**src/rtl/hack_mem_bus.sv**
```systemverilog
// hack_mem_bus: Hack CPU data-port interconnect. Decodes each access into a
// one-hot region select, rebases the address to a region-local offset,
// realigns slave read data to the read latency, and captures illegal accesses.

// Per-region decoder: hit test and local offset for one address window.
module hack_mem_region #(
  parameter int               WIDTH = 16,
  parameter logic [WIDTH-1:0] BASE  = '0,
  parameter logic [WIDTH-1:0] LIMIT = '0
) (
  input  logic [WIDTH-1:0] addr,
  output logic             hit,
  output logic [WIDTH-1:0] off
);
  // An empty or inverted window can never hit.
  localparam logic             NONEMPTY = (LIMIT > BASE);
  localparam logic [WIDTH-1:0] SPAN     = LIMIT - BASE;

  // base <= addr < limit is the same as the modular offset being below the
  // window span; this also yields the rebased address for free.
  assign off = addr - BASE;
  assign hit = NONEMPTY && (off < SPAN);
endmodule

module hack_mem_bus #(
  parameter int                           WIDTH       = 16,
  parameter int                           NUM_REGIONS = 3,
  parameter logic [NUM_REGIONS*WIDTH-1:0] REGION_BASE = {16'd24576, 16'd16384, 16'd0},
  parameter logic [NUM_REGIONS*WIDTH-1:0] REGION_END  = {16'd24577, 16'd24576, 16'd16384},
  parameter int                           RD_LATENCY  = 1,
  parameter int                           CNT_W       = 8
) (
  input  logic                         clk,
  input  logic                         reset_n,
  input  logic [WIDTH-1:0]             cpu_addr,
  input  logic [WIDTH-1:0]             cpu_wdata,
  input  logic                         cpu_write,
  input  logic                         cpu_access,
  output logic [WIDTH-1:0]             cpu_rdata,
  output logic [NUM_REGIONS-1:0]       slv_sel,
  output logic [NUM_REGIONS-1:0]       slv_write,
  output logic [WIDTH-1:0]             slv_addr,
  output logic [WIDTH-1:0]             slv_wdata,
  input  logic [NUM_REGIONS*WIDTH-1:0] slv_rdata,
  output logic                         invalid_addr,
  input  logic                         err_clear,
  output logic                         err_valid,
  output logic [WIDTH-1:0]             err_addr,
  output logic                         err_write,
  output logic [CNT_W-1:0]             err_count
);
  logic [NUM_REGIONS-1:0]            hit;
  logic [NUM_REGIONS-1:0][WIDTH-1:0] off;
  logic [RD_LATENCY-1:0][NUM_REGIONS-1:0] sel_pipe;
  logic [NUM_REGIONS-1:0]            pipe_out;

  genvar g;
  generate
    for (g = 0; g < NUM_REGIONS; g++) begin : g_region
      hack_mem_region #(
        .WIDTH (WIDTH),
        .BASE  (REGION_BASE[g*WIDTH +: WIDTH]),
        .LIMIT (REGION_END[g*WIDTH +: WIDTH])
      ) u_region (
        .addr (cpu_addr),
        .hit  (hit[g]),
        .off  (off[g])
      );
    end
  endgenerate

  // Priority select: lowest-index hit wins so the select stays one-hot.
  always_comb begin
    logic found;
    found    = 1'b0;
    slv_sel  = '0;
    slv_addr = '0;
    for (int i = 0; i < NUM_REGIONS; i++) begin
      if (!found && hit[i]) begin
        slv_sel[i] = 1'b1;
        slv_addr   = off[i];
        found      = 1'b1;
      end
    end
  end

  assign invalid_addr = ~|slv_sel;
  assign slv_write    = slv_sel & {NUM_REGIONS{cpu_write}};
  assign slv_wdata    = cpu_wdata;

  // Select delay line: runs every cycle so read data lines up with its request.
  always_ff @(posedge clk or negedge reset_n) begin
    if (!reset_n) begin
      sel_pipe <= '0;
    end else begin
      sel_pipe[0] <= slv_sel;
      for (int i = 1; i < RD_LATENCY; i++) sel_pipe[i] <= sel_pipe[i-1];
    end
  end

  assign pipe_out = sel_pipe[RD_LATENCY-1];

  // Read mux: empty delayed select (invalid read) returns zero.
  always_comb begin
    cpu_rdata = '0;
    for (int i = 0; i < NUM_REGIONS; i++)
      if (pipe_out[i]) cpu_rdata = cpu_rdata | slv_rdata[i*WIDTH +: WIDTH];
  end

  logic             illegal;
  logic             valid_d, write_d;
  logic [WIDTH-1:0] addr_d;
  logic [CNT_W-1:0] cnt_d, cnt_base;

  assign illegal = (cpu_access | cpu_write) & invalid_addr;

  // Error next state: clear is applied first, then any capture on top of it.
  always_comb begin
    valid_d  = err_valid & ~err_clear;
    addr_d   = err_clear ? '0 : err_addr;
    write_d  = err_write & ~err_clear;
    cnt_base = err_clear ? '0 : err_count;
    cnt_d    = cnt_base;
    if (illegal) begin
      if (!valid_d) begin
        valid_d = 1'b1;
        addr_d  = cpu_addr;
        write_d = cpu_write;
      end
      if (cnt_base != {CNT_W{1'b1}}) cnt_d = cnt_base + CNT_W'(1);
    end
  end

  // Error capture registers.
  always_ff @(posedge clk or negedge reset_n) begin
    if (!reset_n) begin
      err_valid <= 1'b0;
      err_addr  <= '0;
      err_write <= 1'b0;
      err_count <= '0;
    end else begin
      err_valid <= valid_d;
      err_addr  <= addr_d;
      err_write <= write_d;
      err_count <= cnt_d;
    end
  end
endmodule

```
**config.mk**
```make
export PLATFORM = sky130hd
export DESIGN_NAME = hack_mem_bus
export DESIGN_NICKNAME = d
export VERILOG_FILES = /design/src/rtl/hack_mem_bus.sv
export SDC_FILE = /design/constraint.sdc
export NUM_CORES = 1
export LEC_CHECK = 0
export BUFFER_PORTS_ARGS = -buffer_cell sky130_fd_sc_hd__buf_4
export CAP_MARGIN = 15
export CORE_MARGIN = 1
export CORE_UTILIZATION = 38
export DETAILED_ROUTE_END_ITERATION = 10
export GPL_TIMING_DRIVEN = 0
export PLACE_DENSITY = 0.84
export SLEW_MARGIN = 10
export SYNTH_ARGS = -nofsm -noshare
export SYNTH_HDL_FRONTEND = slang
export SYNTH_SLANG_ARGS = --single-unit
```
**constraint.sdc**
```tcl
create_clock -name clk -period 2 [get_ports clk]
set_clock_uncertainty 0.15 [all_clocks]
set_input_delay 0.2 -clock clk [delete_from_list [all_inputs] [get_ports clk]]
set_output_delay 0.2 -clock clk [all_outputs]
set_load 0.005 [all_outputs]
```
==> impl_metrics.py <==
metrics = {
    "synth": {
        "ys_ff_latch": 29,
        "yosysSeqAreaShare_pct": 39.6,
        "synth_compound_area_share_pct": 23.3,
        "synth-main-ff-cell": "dfrtp_1",
        "ys_top_cells_by_area": "dfrtp_1 40%, a222oi_1 8.7%, buf_4 7.8%, a22o_1 6.7%, and2_1 5.5%",
        "synth_cell_types": 41,
        "yosysWarnings": 0,
        "synth_top_cells_by_count": "29 x dfrtp_1, 19 x buf_4, 19 x inv_1, 16 x a222oi_1, 16 x and2_1",
        "synth_xor_area_share_pct": 1.43,
        "synth_top_family_by_area": "compound AO/OA/AOI/OAI gates",
        "yosysTopAreaCellShare_pct": 39.6,
        "yosys-mux-area-fraction_pct": 2.32,
        "synth_area_per_cell_um2": 10.2,
        "synth_simple_gate_area_share_pct": 18.0,
        "synth_fa_ha_area_share_pct": 1.37,
        "yosysMostFrequentCell": "dfrtp_1",
        "netlist.top_cell.by_area": "dfrtp_1",
        "async_reset_ff_share_pct": 100,
        "netlist_instances": 180,
        "synth_edf_count": 0,
        "syn_area_um2": 1830,
    },
    "run_status": {
        "status": "finished clean",
    },
    "placement": {
        "dp_slack_ns": -0.0876,
        "place_area_um2": 3000,
        "numPortBuffers": 146,
        "gp_congestion": 0.866,
        "hpwl_um": 5350,
    },
    "route": {
        "post_drt_wl_per_cell_um": 17.1,
        "postRouteAntennaNets": 0,
        "num_vias": 2045,
        "wirelength_um": 6620,
        "drc": 0,
        "drt-pass1-iter-count": 7,
        "vias_per_cell": 5.28,
        "drt_iter0_drc": 133,
    },
    "timing": {
        "slew_headroom_pct": 64.1,
        "post-route-period-util_pct": 95.0,
        "finalCriticalPeriod_ns": 1.90,
        "rsz0062_at_grt": "no",
        "worst_slew_pin_slew_ns": 0.538,
        "timing_hold_violations_final": 0,
        "hold_ws_ns": 0.0140,
        "tns_ns": 0,
        "clock.fmax_mhz": 526,
        "fin_ws_ns": 0.0998,
        "setup_viol": 0,
        "slew_viol_final": 0,
    },
    "floorplanning": {
        "die_area_um2": 5110,
        "fp-row-count": 24,
        "ios": 166,
        "fp.dieH_um": 71.5,
        "core_um2": 4500,
        "initial_core_util_pct": 40.7,
        "fp.dieW_um": 71.5,
    },
    "cells_and_area": {
        "area_growth_pct": 71.5,
        "nFillCells": 367,
        "antenna_cells": 0,
        "nets": 423,
        "postLayoutCellArea_um2": 3140,
        "drive_above_1_share_pct": 60.6,
    },
    "critical_path": {
        "path_max_fanout": 10,
        "arrival_ns": 1.55,
        "crit_required_ns": 1.65,
        "r2r_cells": 6,
        "crit_path_end_kind": "output port",
        "setup.worst_path.start_class": "flop",
        "ff2ff_setup_slack_ns": 0.11,
        "crit_path_start": "pipe_out[0]",
        "worstSetupPathType": "reg -> out",
        "r2r-start": "err_count[1]",
        "rr_endpoint": "err_count[1]",
    },
    "clock_network": {
        "cts_htree_levels": 2,
        "clk_pin_slew_ns": 0.06,
        "clock-sinks": 29,
        "cts_tree": "built",
        "root_buffer": "clkbuf_8",
        "clk_latency_ns": 0.27,
        "numCtsBuffers": 5,
        "cts_buffer_depth": 2,
    },
    "min_path": {
        "min_from": "cpu_addr[7]",
        "min_path_type": "in -> reg",
        "worstHoldEndpoint": "err_addr[7]",
        "hold_path_depth": 2,
    },
    "grt": {
        "grtUsageTotal_pct": 25.1,
        "grt_pass1_vias": 1949,
        "grt.overflow.total": 0,
        "antenna_found_initial": 0,
        "grt_pass1_wl_um": 9870,
        "grt_max_degree": 30,
    },
    "power": {
        "total_power_mw": 1.63,
        "power.leakage_nw": 1.77,
        "peakVddDrop_uv": 476,
        "pwr_density_cell_nw_per_um2": 519,
    },
    "job": {
        "maxCapViolations": 0,
    },
}
[area by class of cell]
| cell class | instances | area, um^2 | share of cell area, % |
|---|---|---|---|
| plain buffers | 24 | 173 | 5.49 |
| clock buffers | 5 | 68.8 | 2.19 |
| clock inverters | 1 | 5.00 | 0.159 |
| inverters | 20 | 75.1 | 2.39 |
| multi-input cells | 106 | 902 | 28.7 |
| flip-flops and latches | 29 | 726 | 23.1 |
| well taps | 52 | 65.1 | 2.07 |
| repair buffers | 150 | 1130 | 35.9 |
[worst max-delay path, cell delays in order (launching register included)]
cell and delay, ns:
dfrtp_1 0.45, clkbuf_2 0.23, a222oi_1 0.38, inv_1 0.08, buf_4 0.15
[stage by stage]
step / util (%) / cells
2_1_floorplan: - / 181
3_3_place_gp: 66.6 / 379
3_5_place_dp: 66.6 / 379
4_1_cts: 69.3 / 388
5_1_grt: 69.8 / 387
6_report: 69.8 / 387
[worst max-delay path by stage]
| stage | to | slack (ns) |
|---|---|---|
| 2_1_floorplan | err_count[1] | 0.12 |
| 3_3_place_gp | err_count[1] | -0.05 |
| 3_5_place_dp | err_count[4] | -0.09 |
| 4_1_cts | err_count[0] | 0.01 |
| 5_1_grt | cpu_rdata[11] | 0.004 |
| 6_report | cpu_rdata[14] | 0.1 |
[metal layers]
metal	track usage, %	share of wire (%)	wire length (um)	vias up
li1	-	-	-	948
met1	32.5	41	2680	967
met3	5.77	7.9	520	15
met2	41.7	49	3250	115
met4	8.28	2.5	166	0
met5	0	0	0	-
[state kept, by name, summed over array words and instances (netlist names)]
register   count
err_valid      1
err_addr      16
err_count      8
err_write      1
pipe_out       3
[power by group]
group | switching [mW] | internal [mW] | leakage [nW] | total, mW
Combinational | 0.199 | 0.328 | 1.35 | 0.526
Sequential | 0.0370 | 0.638 | 0.379 | 0.675
Clock | 0.201 | 0.228 | 0.0399 | 0.429
[cells in the final DEF, fill, tap and decap left out, types with 2 or more instances in the layout]
cell type,netlist,final
conb_1,1,2
and2b_1,4,2
a22o_1,14,14
a21oi_4,2,2
buf_4,19,168
and2b_2,1,3
and2_1,16,16
clkbuf_2,0,2
a222oi_1,16,16
dfrtp_1,29,29
a21oi_1,2,2
nor2_1,8,7
nor4_1,3,3
mux2i_1,2,2
nand2_1,5,4
and3_1,2,2
a22o_2,3,3
clkbuf_8,0,5
xor2_1,2,2
inv_1,19,19
mux2_2,2,2
nand3_1,3,2
[cell families after synthesis]
logic type,count (synthesis)
flops,29
mux,4
compound gates,43
simple gates,52
fa+ha+maj,2
other cells,1
buf+inv,46
xor+xnor,3
[repair_timing]
action | 4_1_cts | 5_1_grt
pin swaps | 1 | 2
resized for setup | 5 | 9
buffers inserted | 3 | 0
endpoints found under the hold margin | 29 | 0
setup endpoints to repair | 6 | 26
hold buffers | 1 | 0
Power figures use the tool's default switching activity.
